===== src/rtl/lm_sm_sequencer.sv =====
// LM/SM multi-cycle sequencer: walks an 8-bit register mask, one memory transfer per register.
// Optional ack timeout is enabled by defining LMSM_ACK_TIMEOUT_EN.
module lm_sm_sequencer #(
    parameter int DATA_W      = 16,
    parameter int ADDR_STEP   = 1,
    parameter int TIMEOUT_CYC = 15
) (
    input  logic              clk,
    input  logic              rst,
    input  logic              start,
    input  logic              is_load,
    input  logic [7:0]        mask,
    input  logic [DATA_W-1:0] base_addr,
    output logic              mem_req,
    output logic              mem_we,
    output logic [DATA_W-1:0] mem_addr,
    output logic [DATA_W-1:0] mem_wdata,
    input  logic              mem_ack,
    input  logic [DATA_W-1:0] mem_rdata,
    output logic [2:0]        rf_rd_addr,
    input  logic [DATA_W-1:0] rf_rd_data,
    output logic              rf_we,
    output logic [2:0]        rf_waddr,
    output logic [DATA_W-1:0] rf_wdata,
    output logic              busy,
    output logic              stall,
    output logic              done,
    output logic              r7_written,
    output logic              err
);

    typedef enum logic [1:0] {IDLE, XFER, DONE} state_t;

    state_t            state_q, state_d;
    logic              load_q, load_d;
    logic [7:0]        pend_q, pend_d;
    logic [DATA_W-1:0] addr_q, addr_d;
    logic [2:0]        cur;
    logic              active;
    logic              timeout;

    // Lowest set bit of the pending mask selects the register for this transfer.
    always_comb begin
        cur = '0;
        for (int i = 7; i >= 0; i--) begin
            if (pend_q[i]) cur = 3'(i);
        end
    end

`ifdef LMSM_ACK_TIMEOUT_EN
    localparam int TW = $clog2(TIMEOUT_CYC + 1);
    logic [TW-1:0] timer_q;
    logic          err_q;

    assign timeout = (state_q == XFER) && !mem_ack && (timer_q == TW'(TIMEOUT_CYC - 1));

    always_ff @(posedge clk) begin
        if (rst) begin
            timer_q <= '0;
            err_q   <= 1'b0;
        end else begin
            timer_q <= (state_q == XFER && !mem_ack && !timeout) ? timer_q + 1'b1 : '0;
            if (state_q == IDLE && start) err_q <= 1'b0;
            else if (timeout)             err_q <= 1'b1;
        end
    end

    assign err = err_q && !rst;
`else
    logic unused_cfg;
    assign unused_cfg = (TIMEOUT_CYC == 0);
    assign timeout    = 1'b0;
    assign err        = 1'b0;
`endif

    always_comb begin
        state_d = state_q;
        load_d  = load_q;
        pend_d  = pend_q;
        addr_d  = addr_q;
        unique case (state_q)
            IDLE: begin
                if (start) begin
                    load_d  = is_load;
                    pend_d  = mask;
                    addr_d  = base_addr;
                    state_d = (mask != 8'h00) ? XFER : DONE;
                end
            end
            XFER: begin
                if (mem_ack) begin
                    pend_d = pend_q & ~(8'b1 << cur);
                    addr_d = addr_q + DATA_W'(ADDR_STEP);
                    if (pend_d == 8'h00) state_d = DONE;
                end else if (timeout) begin
                    state_d = DONE;
                end
            end
            DONE:    state_d = IDLE;
            default: state_d = IDLE;
        endcase
    end

    // NOTE: sequential state uses non-blocking assignments so every register samples pre-edge values.
    always_ff @(posedge clk) begin
        if (rst) begin
            state_q <= IDLE;
            load_q  <= 1'b0;
            pend_q  <= '0;
            addr_q  <= '0;
        end else begin
            state_q <= state_d;
            load_q  <= load_d;
            pend_q  <= pend_d;
            addr_q  <= addr_d;
        end
    end

    // NOTE: reset is synchronous, so outputs are gated by rst to stay quiet during the reset cycle itself.
    assign active     = (state_q == XFER) && !rst;
    assign mem_req    = active;
    assign mem_we     = active && !load_q;
    assign mem_addr   = active ? addr_q : '0;
    assign mem_wdata  = (active && !load_q) ? rf_rd_data : '0;
    assign rf_rd_addr = active ? cur : '0;
    assign rf_we      = active && load_q && mem_ack;
    assign rf_waddr   = active ? cur : '0;
    assign rf_wdata   = rf_we ? mem_rdata : '0;
    assign r7_written = rf_we && (cur == 3'd7);
    assign busy       = (state_q != IDLE) && !rst;
    assign done       = (state_q == DONE) && !rst;
    assign stall      = busy || start;

endmodule


===== config.mk =====
export PLATFORM = sky130hd
export DESIGN_NAME = lm_sm_sequencer
export DESIGN_NICKNAME = d
export VERILOG_FILES = /design/src/rtl/lm_sm_sequencer.sv
export SDC_FILE = /design/constraint.sdc
export NUM_CORES = 1
export LEC_CHECK = 0
export ABC_AREA = 1
export BUFFER_PORTS_ARGS = -buffer_cell sky130_fd_sc_hd__buf_4
export CAP_MARGIN = 30
export CORE_MARGIN = 5
export CORE_UTILIZATION = 48
export CTS_CLUSTER_SIZE = 10
export DETAILED_ROUTE_END_ITERATION = 7
export GPL_TIMING_DRIVEN = 0
export MAX_ROUTING_LAYER = met4
export PLACE_DENSITY = 0.94
export SYNTH_ARGS = -nofsm -noshare
export SYNTH_HDL_FRONTEND = slang
export SYNTH_SLANG_ARGS = --single-unit

===== constraint.sdc =====
create_clock -name clk -period 2.6 [get_ports clk]
set_input_delay 0 -clock clk [delete_from_list [all_inputs] [get_ports clk]]
set_output_delay 0 -clock clk [all_outputs]
set_load 0.02 [all_outputs]

==> results of run 1 <==
[report_power, final]
group | leakage (nW) | switching (mW) | internal [mW]
clock network | 0.0255 | 0.140 | 0.108
logic | 1.50 | 1.09 | 0.617
registers | 0.224 | 0.152 | 0.585
total | 1.75 | 1.38 | 1.31
[logic make-up after synthesis]
logic type	Yosys count
buffers and inverters	99
other	1
flip-flops	27
AND/OR/NAND/NOR	171
AO/OA/AOI/OAI	74
adder cells (fa/ha/maj)	1
[metrics by stage]
stage	utilization [%]	instances	setup WS, ns	hold slack, ns
5_1_grt	73.8	554	0.449	0.0444
6_report	73.8	554	0.619	0.00926
3_3_place_gp	71.8	546	0.942	0.259
2_1_floorplan	-	373	0.614	0.0941
4_1_cts	73.8	554	0.622	0.00484
3_5_place_dp	71.8	546	0.867	0.270
[path summary, 6_finish.rpt]
path	startpoint	end
max reg2reg	addr_q[0]	addr_q[12]
min	mask[7]	pend_q[7]
min reg2reg	addr_q[15]	addr_q[15]
max	state_q[0]	rf_wdata[10]
[worst max-delay path, delay by kind of cell (launching register included)]
| kind | cells | cell delay [ns] |
|---|---|---|
| flip-flops | 1 | 0.33 |
| AND/OR/NAND/NOR | 4 | 0.76 |
| buffers and inverters | 3 | 0.61 |
[synth_stat cells (all sizes together)]
master	instances	area share, %
conb	1	0.18
o22ai	2	0.59
clkbuf	7	1.2
nand4	4	1.2
nor4	4	1.2
o21ai	38	9.2
o211ai	1	0.36
nand3	11	2.6
nand3b	1	0.95
ha	1	0.59
or2	2	0.59
and2	1	0.30
o21bai	1	0.36
a21oi	21	5.2
inv	79	14
buf	13	4.0
nor3	7	1.7
dfxtp	27	26
nand2	66	12
a211oi	1	0.36
a221oi	5	2.4
a31oi	2	0.59
nor2	75	14
o32ai	3	1.2
[final cells by class]
class	instances	share of cell area (%)
Clock inverter	1	0.158
Sequential cell	27	17.1
Inverter	79	9.36
Clock buffer	3	1.30
Buffer	20	3.48
Tap cell	52	2.05
Timing Repair Buffer	125	29.9
Multi-Input combinational cell	247	36.7
[routing by layer]
layer | routed length (um) | vias up | share of wire (%) | GRT usage, %
met5 | 0 | - | 0 | -
met3 | 718 | 13 | 9.1 | 4.85
met2 | 4090 | 179 | 52 | 48.5
met4 | 113 | 0 | 1.4 | 7.69
li1 | - | 1419 | - | -
met1 | 2940 | 1302 | 37 | 28.9
[state kept, by name, indices dropped and copies added (netlist names)]
signal	cells
load_q	1
addr_q	16
pend_q	8
state_q	2
[repair_timing]
action	4_1_cts	5_1_grt
hold buffers	4	0
endpoints found under the hold margin	4	0
resized for setup	0	0
==> results.yml, run 1 <==
run_status:
  status: "complete, no violations"
routing:
  drtIter0Drc: 240
  vias: 2913
  routed_wirelength_mm: 7.86
  remaining_drc_errors: 0
  detail_route.first_pass.iterations: 5
  wl_per_cell_um: 14.2
  final_antenna_net_count: 0
  vias_per_cell: 5.26
place:
  place_hpwl_mm: 6.29
  gp_congestion: 0.920
  dpl_cell_area_sq_um: 3080
  portBuffers: 121
setup_path:
  reg2reg_depth: 11
  worstSetupPathType: "reg2out"
  crit_path_max_incr_delay_ns: 0.33
  worst-path-max-fanout: 10
  worstPathRequired_ns: 2.60
  critPathLaunchType: "register"
  rrSetupSlack_ns: 0.78
  arrival_ns: 1.98
  path_cells: "buf_4 -> nand2_2 -> nor2_1 -> nand3_1 -> clkbuf_1 -> nor2_1 -> buf_4"
  cp-end-kind: "output pin"
  cp_slowest_cell: "dfxtp_1"
grt:
  grt_pass1_wl_mm: 12.6
  grt_max_degree: 16
  antenna_found_initial: 0
  grt_use_total_pct: 26.5
  grt_pass1_vias: 2726
  overflow: 0
final_layout:
  register_area_sq_um: 541
  drive_gt1_share_pct: 28.9
  multi_input_area_sq_um: 1160
  fillers: 376
  mostFrequentLayoutCell: "buf_4"
  final_nets: 565
  area.growth.synth_to_final_pct: 50.3
  fin_area_sq_um: 3170
  layout_common_cells: "buf_4, inv_1, nor2_1"
  n_antenna_cell: 0
clocking:
  post-cts-setup-buffers: 0
  clk_pin_slew_worst_paths_ns: 0.10
  clk_path_buf_depth: 2
  clk_latency_ns: 0.28
  h-tree-depth: 1
  cts_made_buffers: 3
  cts_sinks: 27
  cts_tree: "built"
  root_buffer: "clkbuf_8"
synthesis:
  synth_compound_area_share_pct: 20.2
  syn-num-nets: 435
  synth_mux_area_share_pct: 0
  seq_area_frac_synth_pct: 25.6
  synth_top_family_by_area: "simple AND/OR/NAND/NOR gates"
  synth_xor_area_share_pct: 0
  synth_area_sq_um: 2110
  yosys.area_share.simple_pct: 34.1
  synth-seq-cells: 27
  synth_fa_ha_area_share_pct: 0.593
  ys_types: 33
  avgSynthCellArea_sq_um: 5.65
  yosys_warnings: 0
  syn_inst: 373
timing:
  tightest_slew_ns: 0.540
  tns_ns: 0
  rsz0062_at_grt: "no"
  drv_slew: 0
  finalHoldViolCount: 0
  maxSlewHeadroom_pct: 64.0
  setup_viol: 0
  fmax_mhz: 505
  min_period_ns: 1.98
  final.period_utilization_pct: 76.2
  clock_skew_ns: 0.00608
floorplanning:
  pin_count: 123
  rows: 24
  start_util_pct: 49.1
  core_area_sq_um: 4290
  die_y_um: 76.3
  die_w_um: 76.3
  dieArea_sq_um: 5820
power_and_ir_drop:
  p_leak_nw: 1.75
  power.density_nw_per_um2: 850
  peakVddDrop_uv: 514
  power.total_mw: 2.69
min_path:
  hp-class: "in2reg"
  min_path_cells: 3
job:
  cap_viol_max_count: 0
(Power assumes the default switching activity.)
==> run 2: changes to the inputs <==
- ABC_AREA: 1 -> 0
- CORE_UTILIZATION: 48 -> 44
- PLACE_DENSITY: 0.94 -> 0.88
- clock period: 2.6 -> 1.9 ns (I/O delays scaled with it)
==> run 2 against run 1 <==
Effect of this change:
- critical path depth grew 3
- first-iteration DRC count grew 55%
- via count shrank 1.4%
- utilization shrank 1.8 points
- die area grew 6.5%
- clock power grew 35%
- wire length grew 17%
- combinational power shrank 49%
- sequential power shrank 0.9%
- sequential share of layout area shrank 0.81 points
- critical endpoint is now rf_wdata[14]
- largest power group unchanged
==> results.yml, run 2 <==
run_status:
  status: "complete, no violations"
synthesis:
  ys_dominant_reg_cell: "dfxtp_1"
  ys_types: 53
  synth_area_leaders: "dfxtp_1, and2_1, a21oi_1"
  yosys.area_share.simple_pct: 36.8
  synth_xor_area_share_pct: 0
  synth_area_sq_um: 2080
  synth-seq-cells: 27
  synth_enable_flop_cells: 0
  yosysMostFrequentCell: "and2_1"
  syn_inst: 289
  avgSynthCellArea_sq_um: 7.19
  seq_area_frac_synth_pct: 26.0
  synthArstFlopShare_pct: 0
  synth_fa_ha_area_share_pct: 1.57
  yosys_warnings: 0
  synth_top_area_share_pct: 26.0
  synth_top_family_by_area: "simple AND/OR/NAND/NOR gates"
  syn-num-nets: 351
  synth_compound_area_share_pct: 26.3
  synth_mux_area_share_pct: 0
  synthTopCellsByCount: "and2_1, a21oi_1, dfxtp_1, nand2_1, clkbuf_1"
  yosys.area.top_type: "dfxtp_1"
final_layout:
  fillers: 358
  reg_top3: "addr_q (16), pend_q (8), state_q (2)"
  fin_util_pct: 72.0
  n_antenna_cell: 0
  fin_area_sq_um: 3360
  mostFrequentLayoutCell: "buf_4"
  final_cells: 480
  area.growth.synth_to_final_pct: 61.5
  largest-register: "addr_q"
  largest_reg_flops: 16
  final_nets: 489
  drive_gt1_share_pct: 41.3
  layout_common_cells: "buf_4, and2_1, a21oi_1"
routing:
  routed_wirelength_mm: 9.21
  vias_per_cell: 5.99
  final_antenna_net_count: 0
  wl_per_cell_um: 19.2
  drtIter0Drc: 371
  detail_route.first_pass.iterations: 6
  vias: 2873
  remaining_drc_errors: 0
clocking:
  clk_latency_ns: 0.28
  clk_path_buf_depth: 2
  cts_tree: "built"
  cts_sinks: 27
  root_buffer: "clkbuf_8"
  cts_made_buffers: 3
  clk_pin_slew_worst_paths_ns: 0.10
  h-tree-depth: 1
timing:
  drv_slew: 0
  clock_skew_ns: 0.00502
  fmax_mhz: 538
  rsz0062_at_grt: "yes"
  min_period_ns: 1.86
  final.period_utilization_pct: 97.7
  hold_ws_ns: 0.00417
  tightest_slew_ns: 0.595
  setup_viol: 0
  tns_ns: 0
  layout_setup_ws_ns: 0.0428
  maxSlewHeadroom_pct: 60.2
  finalHoldViolCount: 0
setup_path:
  worstSetupPathType: "reg2out"
  critPathLaunchType: "register"
  cp_slowest_cell: "dfxtp_1"
  cpMostUsedCell: "buf_6"
  worst-path-max-fanout: 9
  crit_path_max_incr_delay_ns: 0.32
  path_cells: "buf_4 -> nor2b_4 -> nand2b_1 -> buf_6 -> inv_4 -> and3_4 -> buf_6 -> buf_6 -> and2_1 -> buf_4"
  worstPathRequired_ns: 1.90
  arrival_ns: 1.86
  cp-end-kind: "output pin"
grt:
  grt_max_degree: 16
  grt_pass1_vias: 2504
  antenna_found_initial: 0
  overflow: 0
  grt_pass1_wl_mm: 13.2
  grt_use_total_pct: 27.6
place:
  pre_cts_slack_ns: -0.250
  gp_congestion: 0.902
  numPlacedInstances: 464
  dpl_cell_area_sq_um: 3060
  portBuffers: 121
  place_hpwl_mm: 6.55
floorplanning:
  rows: 25
  die_w_um: 78.7
  dieArea_sq_um: 6200
  die_y_um: 78.7
  core_area_sq_um: 4660
  pin_count: 123
  start_util_pct: 44.6
power_and_ir_drop:
  power.density_nw_per_um2: 577
  peakVddDrop_uv: 315
  power.total_mw: 1.93
  p_leak_nw: 1.48
job:
  cap_viol_max_count: 0
min_path:
  hp-class: "in2reg"
==> run 2: worst paths after layout <==
kind / from / end / slack [ns] / cells after the start
setup reg to reg: pend_q[0] / state_q[1] / 0.06 / 6
setup / recovery: state_q[1] / rf_wdata[14] / 0.04 / 10
hold / removal: base_addr[0] / addr_q[0] / 0.004 / 3
hold reg to reg: addr_q[0] / addr_q[0] / 0.52 / 1
==> run 2: report_power, final <==
| group | switching, mW | internal (mW) |
|---|---|---|
| Sequential | 0.0894 | 0.640 |
| Combinational | 0.478 | 0.391 |
| Clock | 0.189 | 0.147 |
| Total | 0.757 | 1.18 |
==> run 2: final cells by class <==
type | count | area (sq um) | share of cell area (%)
Sequential cell | 27 | 546 | 16.3
Clock inverter | 1 | 5.00 | 0.149
Buffer | 29 | 174 | 5.18
Clock buffer | 3 | 41.3 | 1.23
Tap cell | 54 | 67.6 | 2.01
Multi-Input combinational cell | 222 | 1440 | 43.0
Inverter | 10 | 40.0 | 1.19
Timing Repair Buffer | 134 | 1040 | 31.0
==> run 2: worst max-delay path: cells and delay by family (launching register included) <==
kind	cells	cell delay (ns)
buffers and inverters	6	0.74
DFF	1	0.32
and+or+nand+nor	4	0.52
==> run 2: timing repair <==
action,in CTS,in global routing
gates cloned,0,2
setup buffers,2,3
pin swaps,1,3
setup endpoints to repair,67,47
hold buffers,6,0
endpoints found under the hold margin,6,0
resized for setup,13,31
==> run 2: layer usage <==
metal / vias up / track usage (%) / wire length, um
li1: 1310 / - / -
met2: 211 / 49.5 / 4580
met4: 0 / 9.27 / 431
met3: 38 / 5.90 / 970
met1: 1314 / 30.4 / 3230
met5: - / - / 0
==> run 2: logic make-up after synthesis <==
family | Yosys count
flops | 27
other cells | 1
fa+ha+maj | 3
buf+inv | 40
compound gates | 83
simple gates | 135
